$ cat src/rtl/div_unit.sv
// Iterative radix-2 restoring divider for RV32M DIV/DIVU/REM/REMU.
// Produces one quotient bit per cycle and returns a registered result with a one-cycle done pulse.
module div_unit #(
  parameter int N = 32
) (
  input  logic         clk,
  input  logic         rst_n,
  input  logic         start,
  input  logic [1:0]   op,
  input  logic [N-1:0] inA,
  input  logic [N-1:0] inB,
  output logic         busy,
  output logic         done,
  output logic [N-1:0] out,
  output logic         div_by_zero
);

  localparam int CW = (N > 1) ? $clog2(N) : 1;

  typedef enum logic [1:0] {
    IDLE,
    CALC,
    DONE
  } state_t;

  state_t         state;
  state_t         state_nx;

  logic [1:0]     op_r;
  logic           neg_q_r;
  logic           neg_r_r;
  logic [N-1:0]   divisor_r;
  logic [N:0]     rem_r;
  logic [N-1:0]   quo_r;
  logic [CW-1:0]  cnt_r;
  logic [N-1:0]   out_r;
  logic           dbz_r;

  logic           accept;
  logic           op_signed;
  logic           sign_a;
  logic           sign_b;
  logic [N-1:0]   abs_a;
  logic [N-1:0]   abs_b;
  logic           is_zero;
  logic           is_ovf;
  logic           special;

  logic [N:0]     shifted;
  logic [N:0]     trial;
  logic [N:0]     rem_nx;
  logic [N-1:0]   quo_nx;
  logic [N-1:0]   q_fix;
  logic [N-1:0]   r_fix;
  logic [N-1:0]   result;

  // Request decode: signed ops are DIV/REM (op[0] == 0).
  always_comb begin
    accept    = start && (state != CALC);
    op_signed = ~op[0];
    sign_a    = op_signed & inA[N-1];
    sign_b    = op_signed & inB[N-1];
    abs_a     = sign_a ? (~inA + 1'b1) : inA;
    abs_b     = sign_b ? (~inB + 1'b1) : inB;
    is_zero   = (inB == '0);
    is_ovf    = op_signed && (inA == {1'b1, {(N-1){1'b0}}}) && (inB == '1);
    special   = is_zero || is_ovf;
  end

  // One restoring step, plus the sign correction applied on the final step.
  always_comb begin
    shifted = {rem_r[N-1:0], quo_r[N-1]};
    trial   = shifted - {1'b0, divisor_r};
    rem_nx  = trial[N] ? shifted : trial;
    quo_nx  = {quo_r[N-2:0], ~trial[N]};
    q_fix   = neg_q_r ? (~quo_nx + 1'b1) : quo_nx;
    r_fix   = neg_r_r ? (~rem_nx[N-1:0] + 1'b1) : rem_nx[N-1:0];
    result  = op_r[1] ? r_fix : q_fix;
  end

  always_ff @(posedge clk or negedge rst_n) begin
    if (!rst_n) begin
      state <= IDLE;
    end else begin
      state <= state_nx;
    end
  end

  always_comb begin
    state_nx = state;
    case (state)
      IDLE: begin
        if (start) begin
          state_nx = special ? DONE : CALC;
        end
      end
      CALC: begin
        if (cnt_r == '0) begin
          state_nx = DONE;
        end
      end
      DONE: begin
        if (start) begin
          state_nx = special ? DONE : CALC;
        end else begin
          state_nx = IDLE;
        end
      end
      default: state_nx = IDLE;
    endcase
  end

  // Operand latch, iteration registers and the held result.
  always_ff @(posedge clk or negedge rst_n) begin
    if (!rst_n) begin
      op_r      <= '0;
      neg_q_r   <= 1'b0;
      neg_r_r   <= 1'b0;
      divisor_r <= '0;
      rem_r     <= '0;
      quo_r     <= '0;
      cnt_r     <= '0;
      out_r     <= '0;
      dbz_r     <= 1'b0;
    end else if (accept) begin
      op_r      <= op;
      neg_q_r   <= sign_a ^ sign_b;
      neg_r_r   <= sign_a;
      divisor_r <= abs_b;
      rem_r     <= '0;
      quo_r     <= abs_a;
      cnt_r     <= CW'(N - 1);
      dbz_r     <= is_zero;
      if (is_zero) begin
        out_r <= op[1] ? inA : '1;
      end else if (is_ovf) begin
        out_r <= op[1] ? '0 : inA;
      end
    end else if (state == CALC) begin
      rem_r <= rem_nx;
      quo_r <= quo_nx;
      cnt_r <= cnt_r - 1'b1;
      if (cnt_r == '0) begin
        out_r <= result;
      end
    end
  end

  assign busy        = (state == CALC);
  assign done        = (state == DONE);
  assign out         = out_r;
  assign div_by_zero = dbz_r;

endmodule
$ cat config.mk
export PLATFORM = sky130hd
export DESIGN_NAME = div_unit
export DESIGN_NICKNAME = d
export VERILOG_FILES = /design/src/rtl/div_unit.sv
export SDC_FILE = /design/constraint.sdc
export NUM_CORES = 1
export LEC_CHECK = 0
export ABC_AREA = 1
export CAP_MARGIN = 25
export CORE_MARGIN = 3
export CORE_UTILIZATION = 60
export DETAILED_ROUTE_END_ITERATION = 7
export PLACE_DENSITY = 0.82
export SYNTH_ARGS = -nofsm -noshare
export SYNTH_HDL_FRONTEND = slang
export SYNTH_SLANG_ARGS = --single-unit
$ cat constraint.sdc
create_clock -name clk -period 5.75 [get_ports clk]
set_clock_uncertainty 0.1 [all_clocks]
set_input_delay 0.8625 -clock clk [delete_from_list [all_inputs] [get_ports clk]]
set_output_delay 0.8625 -clock clk [all_outputs]
set_load 0.005 [all_outputs]
==> run_results.csv <==
group,metric,value,unit
grt,grt_first_pass_wirelength,65.58,mm
critical_path,path_class,"flip-flop to flip-flop",
cells_and_area,syn2layout_area_growth,13.38,%
synth,synthCells,2082,
cells_and_area,final_area,14600,sq um
synth,synth_area,12880,sq um
floorplan,die_x,152.5,um
critical_path,crit_top_cell,"nand2_1",
cells_and_area,final_nets,2253,
cts,post_cts_buffers,0,
synth,avgSynthCellArea,6.185,sq um
critical_path,critPathCaptureType,"flip-flop",
critical_path,critPathLaunchType,"flip-flop",
cells_and_area,antenna_cells,0,
grt,antenna_found_initial,0,
routing,drtIter0Drc,1570,
critical_path,crit_cells,24,
synth,synth-async-reset-ratio,100.0,%
sta,fmax,201.4,MHz
synth,synth.net_count,2191,
job,drv_cap,0,
cells_and_area,postLayoutCoreUtil,70.57,%
cts,numCtsBuffers,17,
synth,ys_seq_area_share,27.01,%
grt,grt_pass1_vias,12932,
floorplan,io_pins,104,
cts,h-tree-depth,4,
critical_path,critPathArrivalTime,5.23,ns
critical_path,cp_slowest_cell,"nor4_1",
sta,worst_pin_slew,0.9796,ns
critical_path,path_max_fanout,8,
placement,place_area,14040,sq um
placement,io_buffers,103,
critical_path,crit_chain,"inv_1, ha_1, nand2_1, nor2_2, nand2_1, nand2_1, a21oi_2, nand3_2, nand2_4, ha_1, nand2_1, nor2_1, nand3_1, nor4_1, nand4_1, o21ai_0, o21ai_0, inv_1, o21ai_0, a21oi_1, o21ai_0, nand2_1, nand2_1, a21oi_2",
cells_and_area,drive_above_1_share,5.751,%
routing,drcViolationCount,0,
routing,drt_first_pass_iters,6,
sta,setup_tns,0,ns
synth,synth_seq_cells,139,
hold_path,hp-class,"input port to asynchronous set/reset pin",
grt,grt_max_degree,96,
cts,cts_tree,"done",
grt,gr-total-overflow,0,
cts,postCtsResizedCells,0,
grt,track_usage,34.49,%
cts,cts_sinks,139,
synth,synth_top_cell_area_share,27.01,%
floorplan,die-area,23260,sq um
routing,antenna_left,0,
synth,ys.flop_type,"dfrtp_1",
synth,ys_types,52,
critical_path,cp_top_family,"simple AND/OR/NAND/NOR gates",
sta,max_slew_margin,34.70,%
floorplan,num_rows,52,
cts,hold_buffers,0,
synth,synth.top_cells.by_area,"dfrtp_1 27%, nand2_1 17%, inv_1 8.3%",
critical_path,critPathMaxStageDelay,0.46,ns
routing,routed_via_density,5.862,
critical_path,required,6.01,ns
synth,yosysTopAreaCell,"dfrtp_1",
floorplan,core,20690,sq um
placement,gp_congestion,0.9468,
cts,path_clk_slew,0.07,ns
cts,clockBufferDepth,2,
floorplan,start_util,62.24,%
synth,yosysWarnings,0,
sta,rsz0062_at_grt,"no",
placement,dp_hpwl,31.75,mm
critical_path,path_buf_inv,2,
status,status,"complete, no violations",
routing,routed_wl,41.56,mm
routing,route.vias.total,14221,
cts,clockRootBuffer,"clkbuf_16",
sta,min_period,4.964,ns
routing,wl_per_cell,17.13,um
synth,synth_edf_count,0,
floorplan,die_y,152.5,um
critical_path,ff2ff_path_depth,24,
sta,post-route-period-util,86.34,%
cts,clk_latency,0.44,ns
sta,finalHoldViolCount,0,
sta,finalSetupViolations,0,
sta,slew_violations,0,
==> final timing paths <==
check                           slack (ns)       endpoint     startpoint
worst max-delay path                  0.79        out[30]  divisor_r[20]
worst min-delay path                  0.39  divisor_r[26]          rst_n
worst max register to register        0.79        out[30]  divisor_r[20]
worst min register to register        0.39   divisor_r[3]   divisor_r[3]
max in group asynchronous             3.94  divisor_r[23]          rst_n
min in group clk                      0.39   divisor_r[3]   divisor_r[3]
==> layout make-up <==
cell class	count	area (sq um)
sequential	139	3478
multi-input combinational	1576	7971
clock buffer	17	425.4
tap	270	337.8
clock inverter	14	138.9
inverter	290	1089
timing repair buffer	120	1160
fill	1871	6090
==> metrics by stage <==
step | instances | hold WS, ns | worst slack, ns
3_3_place_gp | 2395 | 0.3681 | 1.235
5_1_grt | 2426 | 0.4016 | 0.3427
3_5_place_dp | 2395 | 0.3662 | 1.045
2_1_floorplan | 2082 | 0.3516 | 1.594
4_1_cts | 2426 | 0.3901 | 0.9852
6_report | 2426 | 0.3861 | 0.7856
==> flip-flops by register name (all words and copies together) (netlist names) <==
register / count
neg_r_r: 1
rem_r: 32
out: 32
op_r: 1
quo_r: 32
cnt_r: 5
div_by_zero: 1
state: 2
divisor_r: 32
neg_q_r: 1
==> cells in the mapped netlist, drive strengths merged (2+ instances only) <==
cell type,n
o31ai,4
o22ai,34
nor3,33
o221ai,17
ha,39
a31oi,14
nand3,143
xor2,43
a21oi,117
clkbuf,57
o21ai,179
dfrtp,139
a21o,2
nor2,210
nand2,626
and2,5
or2,9
nand3b,4
inv,288
clkinv,2
nand4,25
maj3,4
o21bai,6
o211ai,23
nor4,12
xnor2,19
buf,20
a22oi,2
==> cell families (layout without fill, tap and decap cells) <==
logic type,Yosys count,after routing,synth area share (%)
xor+xnor,62,62,4.217
flops,139,139,27.01
compound gates,402,402,17.89
buf+inv,367,441,11.14
simple gates,1068,1068,35.48
fa+ha+maj,44,44,4.256
==> cell usage in the layout, fill, tap and decap left out, types with 5 or more instances in the layout <==
cell type	netlist	final
xnor2_1	19	19
or2_2	8	8
nand2_4	9	10
nor2_2	6	6
dfrtp_1	139	139
o22ai_1	34	34
nand4_1	25	25
inv_1	284	283
o221ai_1	17	17
nand3_1	141	141
a31oi_1	14	14
clkbuf_16	0	17
o21ai_2	5	5
nand2_2	27	27
nor4_1	12	12
ha_1	39	39
nor2_1	202	202
o211ai_1	23	23
o21ai_1	10	10
nor3_1	32	32
a21oi_1	110	110
nand2_1	590	589
a21oi_2	5	5
buf_4	3	17
xor2_1	43	43
o21bai_1	6	6
clkdlybuf4s50_1	0	102
o21ai_0	164	164
inv_2	4	5
==> per-layer routing <==
metal,track usage [%],share of wire [%]
met4,12.73,3.3
met5,0,0
met1,48.68,43
met2,54.09,45
met3,5.084,8.1
Power is not shown: default switching activity piles up to over one toggle a cycle in this logic, so the estimate is an artifact.
